### src/rtl/fetch_pkg.sv
// Shared fetch-stage definitions: bubble encoding, PC step and the IF/ID payload.
package fetch_pkg;

   // sll $0,$0,0
   localparam logic [31:0] NOP_INSTR = 32'h0000_0000;
   localparam logic [31:0] PC_INCR   = 32'd4;

   // IF/ID pipeline payload, also consumed by the decode stage.
   typedef struct packed {
      logic [31:0] instr;
      logic [31:0] pc_plus4;
      logic        valid;
      logic        fault;
   } if_id_t;

endpackage

### src/rtl/if_id_register.sv
// IF/ID pipeline register. Priority: reset > flush > stall (hold) > load.
module if_id_register
   import fetch_pkg::*;
#(
   parameter logic [31:0] NOP_WORD = NOP_INSTR
) (
   input  logic   clk,
   input  logic   reset,
   input  logic   stall,
   input  logic   flush,
   input  if_id_t if_id_d,
   output if_id_t if_id_q
);

   if_id_t bubble;

   assign bubble = '{instr: NOP_WORD, pc_plus4: 32'd0, valid: 1'b0, fault: 1'b0};

   // Bubble on reset or flush, hold on stall, otherwise take the new fetch.
   always_ff @(posedge clk) begin
      if (reset) begin
         if_id_q <= bubble;
      end else if (flush) begin
         if_id_q <= bubble;
      end else if (!stall) begin
         if_id_q <= if_id_d;
      end
   end

endmodule

### src/rtl/fetch_sequencer.sv
// Fetch stage: owns the PC, picks the next PC, range-checks the fetch and
// counts delivered instructions. IF/ID state lives in if_id_register.
module fetch_sequencer #(
   parameter logic [31:0] RESET_PC   = 32'h0000_0000,
   parameter int unsigned IMEM_DEPTH = 256,
   parameter logic [31:0] NOP_WORD   = fetch_pkg::NOP_INSTR
) (
   input  logic        clk,
   input  logic        reset,
   output logic [31:0] imem_addr,
   input  logic [31:0] imem_instr,
   input  logic        stall,
   input  logic        branch_taken,
   input  logic [31:0] branch_target,
   input  logic        jump,
   input  logic [25:0] jump_index,
   output logic [31:0] if_id_instr,
   output logic [31:0] if_id_pc_plus4,
   output logic        if_id_valid,
   output logic        if_id_fault,
   output logic [31:0] fetch_count
);

   import fetch_pkg::*;

   // 33 bits so a memory reaching the top of the address space still compares correctly.
   localparam logic [32:0] IMEM_LIMIT = 33'(IMEM_DEPTH) * 33'd4;

   logic [31:0] pc_q, pc_d, pc_plus4, redirect_pc;
   logic [31:0] fetch_count_q;
   logic        redirect, in_range, capture;
   if_id_t      if_id_d, if_id_q;

   assign pc_plus4 = pc_q + PC_INCR;
   assign redirect = branch_taken | jump;
   assign in_range = {1'b0, pc_q} < IMEM_LIMIT;
   assign capture  = ~redirect & ~stall & in_range;

   // Next PC: branch beats jump (the jump sits in the flushed slot), redirect beats stall.
   always_comb begin
      redirect_pc = {pc_q[31:28], jump_index, 2'b00};
      if (branch_taken) begin
         redirect_pc = {branch_target[31:2], 2'b00};
      end
      pc_d = pc_plus4;
      if (redirect) begin
         pc_d = redirect_pc;
      end else if (stall) begin
         pc_d = pc_q;
      end
   end

   // Payload offered to IF/ID; out-of-range fetches become a faulted bubble.
   always_comb begin
      if_id_d.instr    = in_range ? imem_instr : NOP_WORD;
      if_id_d.pc_plus4 = pc_plus4;
      if_id_d.valid    = in_range;
      if_id_d.fault    = ~in_range;
   end

   // PC and delivered-instruction counter.
   always_ff @(posedge clk) begin
      if (reset) begin
         pc_q          <= RESET_PC;
         fetch_count_q <= 32'd0;
      end else begin
         pc_q <= pc_d;
         if (capture) begin
            fetch_count_q <= fetch_count_q + 32'd1;
         end
      end
   end

   if_id_register #(
      .NOP_WORD (NOP_WORD)
   ) u_if_id (
      .clk     (clk),
      .reset   (reset),
      .stall   (stall),
      .flush   (redirect),
      .if_id_d (if_id_d),
      .if_id_q (if_id_q)
   );

   assign imem_addr      = pc_q;
   assign if_id_instr    = if_id_q.instr;
   assign if_id_pc_plus4 = if_id_q.pc_plus4;
   assign if_id_valid    = if_id_q.valid;
   assign if_id_fault    = if_id_q.fault;
   assign fetch_count    = fetch_count_q;

endmodule

### config.mk
export PLATFORM = sky130hd
export DESIGN_NAME = fetch_sequencer
export DESIGN_NICKNAME = d
export VERILOG_FILES = /design/src/rtl/fetch_pkg.sv /design/src/rtl/if_id_register.sv /design/src/rtl/fetch_sequencer.sv
export SDC_FILE = /design/constraint.sdc
export NUM_CORES = 1
export LEC_CHECK = 0
export CAP_MARGIN = 30
export CORE_MARGIN = 2
export CORE_UTILIZATION = 30
export CTS_CLUSTER_DIAMETER = 100
export CTS_CLUSTER_SIZE = 30
export DETAILED_ROUTE_END_ITERATION = 10
export HOLD_SLACK_MARGIN = 0.08
export MAX_ROUTING_LAYER = met4
export PLACE_DENSITY = 0.69
export SYNTH_ARGS = -nofsm -noshare
export SYNTH_HDL_FRONTEND = slang
export SYNTH_SLANG_ARGS = --single-unit
### constraint.sdc
create_clock -name clk -period 3 [get_ports clk]
set_clock_uncertainty 0.1 [all_clocks]
set_input_delay 0.75 -clock clk [delete_from_list [all_inputs] [get_ports clk]]
set_output_delay 0.75 -clock clk [all_outputs]
set_load 0.1 [all_outputs]
# After elaboration in Yosys (flattened, before gate mapping)
# Cells that the tools add are included.
# word_totals
ff_bits	130
in_bits	95
wordCells	24
# classes
add_sub_neg	2
magnitude_cmp	1
n_eq_ne	2
n_mux	4
n_bitwise	6
n_reduce_logical	2
# ops
operator	count
$mux W32	4
$add A32 B1 Y32 const B	1
$add A32 B3 Y32 const B	1
$lt A32 B11 Y1 const B	1
$not A1 Y1	3
$and A1 B1 Y1	2
$ne A2 B1 Y1 const B	1
$ne A2 B2 Y1 const B	1
$reduce_and A2 Y1	1
$reduce_or A2 Y1	1
$or A1 B1 Y1	1

# Depth between registers and ports, before layout
# logic_depth
depth_word	4
ltp_mapped	8
depth_no_buf	6

# By module
# From an unflattened synthesis, not the netlist that was laid out.
# unflattened
cells_unflattened	750
hier_area_um2	6482.5
# modules_own_cells
module	n_inst	cells_each	area_per_inst_um2	seq_area_each_um2
fetch_sequencer	1	536	4056.4	1241.2
if_id_register	1	214	2426.1	1321.3

# Worst setup path before layout
# Ideal clock, no wire load.
# synth_path
kind	register to register
from	register fetch_count_q[6], in the netlist fetch_count[6]
to	register fetch_count_q[19], in the netlist fetch_count[19]
t_arrival_ps	2702
setup_slack_ps	127
stages_incl_launch_ff	7
n_path_buf	1
path_cell_list	dfxtp_1 > and4_1 > clkbuf_1 > nand4_1 > or4_4 > or3_1 > a21oi_1
# synth_between
elab_chain_len	1
# synth_lines
element	line	text
from (decl)	fetch_sequencer.sv:30	logic [31:0] fetch_count_q;
from (signal assigned)	fetch_sequencer.sv:69	fetch_count_q <= fetch_count_q + 32'd1;
$add A32 B1 Y32	fetch_sequencer.sv:69	
# No other way between the ends.
# A chain may end at the register's enable or synchronous reset.

# Worst setup path in the final report
# layout_path
from	register pc_q[11], in the netlist imem_addr[11]
to	register fetch_count_q[30], in the netlist fetch_count[30]
# layout_between
elab_chain_len	2
# layout_lines
element	line	text
from (decl)	fetch_sequencer.sv:29	logic [31:0] pc_q, pc_d, pc_plus4, redirect_pc;
from (signal assigned)	fetch_sequencer.sv:67	pc_q <= pc_d;
$lt A32 B11 Y1	fetch_sequencer.sv:36	assign in_range = {1'b0, pc_q} < IMEM_LIMIT;
$and A1 B1 Y1	fetch_sequencer.sv:37	assign capture = ~redirect & ~stall & in_range;
# No other way between the ends.

==> metrics.cfg <==
[floorplan]
core_area_mm2=0.0200
start_util=0.303
rows=52
die_w_um=146
die_h_um=146
ios=225
die_area_mm2=0.0214

[global_route]
grt_max_degree=49
antenna_found_initial=1
grt_use_total=0.191
top_usage_layer=met2
grt_pass1_wl_mm=31.8
overflow=0
grt_pass1_vias=5813
grt_use_met1=0.240
use_met3=0.0503
gr-usage-met2=0.306

[min_path]
hp-start=u_if_id.if_id_q[20]
hold_path_class=register to register
worstHoldPathCells=2
hold_path_end=u_if_id.if_id_q[20]

[critical_path]
worstPathArrival_ns=2.70
path_class=register to register
cp-start-kind=register
cp_top_family=simple AND/OR/NAND/NOR gates
critical_path_buf_inv_count=1
cpMaxStageDelayCell=or3_1
rr_endpoint=fetch_count[30]
slowest_delay_ns=0.46
crit_chain=nor4_2 -> nand4_1 -> buf_4 -> nand4bb_1 -> or3_1 -> a21oi_1
r2r_slack_ns=0.55
r2r-start=imem_addr[11]
crit_required_ns=3.24
cp_max_fo=21
reg2reg_depth=6
end_kind=register

[routing]
drc=0
wirelength_mm=20.4
ant_nets=0
dr.pass1.iters=5
drt_iter0_drc=346
wire_per_inst_um=16.5
vias_per_cell=5.10
vias=6304

[cells_and_area]
mostFrequentLayoutCells=152 x buf_4, 126 x dfxtp_1, 89 x a21oi_1
stdcell_area_mm2=0.00875
fin_util=0.437
area_growth_pct=44.3
nNetsFinal=1052
drive_gt1_frac=0.201
layout_commonest_cell=buf_4

[synthesis]
synth_top_area_frac=0.416
synth_edf_count=0
synth_cell_types=50
async_flop_share=0
synthTopCellsByArea=dfxtp_1 42%, a21oi_1 7.3%, nor2_1 5.1%
syn_area_mm2=0.00606
ys_ff_latch=126
synth.avg_cell_area_um2=8.07
synth-seq-area-share=0.416
yosysTopAreaCell=dfxtp_1
ys_warn_count=0
netlist_instances=751
synth_ff_type=dfxtp_1

[placement]
port-buffer-count=218
hpwl_mm=14.6
dp_worst_setup_slack_ns=0.190
gp_congestion=0.778
placed_area_mm2=0.00820

[sta]
setup_viol=0
tns_ns=0
worst_slack_ns=0.549
slew_violations=0
slew_headroom=0.517
rsz0062_at_grt=no
fmax_mhz=408
fin_crit_sh=0.817
hold_violations=0
period_needed_ns=2.45
worst_slew_pin_slew_ns=0.725

[clock_network]
cts_root_buffer=clkbuf_16
h-tree-depth=4
cts_hold_buf=0
post-cts-setup-buffer-count=0
post_cts_resize_count=0
numCtsBuffers=17
insertion_delay_ns=0.41
clkTransAtPathRegs_ns=0.06
cts_buffer_depth=2
cts_tree=yes
clock_sinks=126

[power_and_ir_drop]
leakage_nw=3.18
power_density_mw_per_mm2=508
finalPower_w=0.00444
peakVddDrop_v=0.000368

[flow_run]
drv_cap=0

[outcome]
status=finished clean

## tightest hold or removal path, delay by kind of cell (launching register included)
kind             cells  cell delay [ns]
AND/OR/NAND/NOR      1             0.06
flip-flops           1             0.31
AO/OA/AOI/OAI        1             0.05
## metal layers
layer,part of all wire,vias to the layer above,wire length [µm]
li1,-,3103,-
met1,0.45,3000,9210
met2,0.47,182,9700
met3,0.062,19,1270
met4,0.012,0,255
met5,0,-,0
## power by group
part           internal [W]  total [W]  leakage, nW  switching, W
clock               0.00123    0.00196        0.263      0.000729
combinational      0.000243   0.000720         1.89      0.000477
sequential          0.00171    0.00176         1.02     0.0000533
total               0.00318    0.00444         3.18       0.00126
## cells in the mapped netlist, types with 3 or more instances
cell / count
inv_1: 10
and3_1: 10
buf_6: 4
a21oi_1: 89
and2_1: 5
clkbuf_1: 50
nand2_1: 61
nand3_1: 24
a22oi_1: 36
o21ai_0: 53
xor2_1: 7
buf_1: 3
nand3b_1: 16
mux2i_1: 9
nor2_1: 83
nand4_1: 11
a211oi_1: 3
dfxtp_1: 126
o31a_1: 8
xnor2_1: 33
o22ai_1: 6
nor2b_1: 4
or3_1: 16
nor4_2: 5
nor3_1: 15
nor4_1: 24
buf_4: 4
and4_1: 8
## through the flow
stage / instances / hold slack [ns]
floorplan: 754 / 0.794
global placement: 1206 / 0.352
detailed placement: 1206 / 0.357
CTS: 1236 / 0.366
global route: 1237 / 0.380
finish: 1237 / 0.365
## sequential cells by signal, indices dropped and copies added, names as in the netlist
register	cells
fetch_count	32
imem_addr	30
u_if_id.if_id_q	64
## layout make-up
type                       count  area, µm²
multi-input combinational    554       3230
clock buffer                  23        458
clock inverter                 7       90.1
sequential                   126       2520
antenna                        1       2.50
inverter                      11       41.3
timing repair buffer         245       2060
fill                        2062      11300
tap                          270        338
## worst max-delay path by stage
stage / startpoint / endpoint / slack [ns] / cells after the start
finish: imem_addr[11] / fetch_count[30] / 0.55 / 6
global route: imem_addr[5] / imem_addr[23] / 0.30 / 6
global placement: stall / fetch_count[24] / 0.24 / 7
CTS: imem_addr[5] / imem_addr[23] / 0.54 / 6
floorplan: fetch_count[6] / fetch_count[19] / 0.13 / 6
detailed placement: stall / fetch_count[26] / 0.19 / 7
## cells by family (layout without fill, tap and decap cells)
family / count (synthesis) / after routing / synth area share
fa+ha+maj: 2 / 2 / 0.00413
other cells: 1 / 5 / 0.000618
mux: 10 / 10 / 0.0167
compound gates: 203 / 203 / 0.195
flops: 126 / 126 / 0.416
buf+inv: 74 / 286 / 0.0537
xor+xnor: 40 / 40 / 0.0578
simple gates: 295 / 295 / 0.256
(Power assumes the default switching activity.)
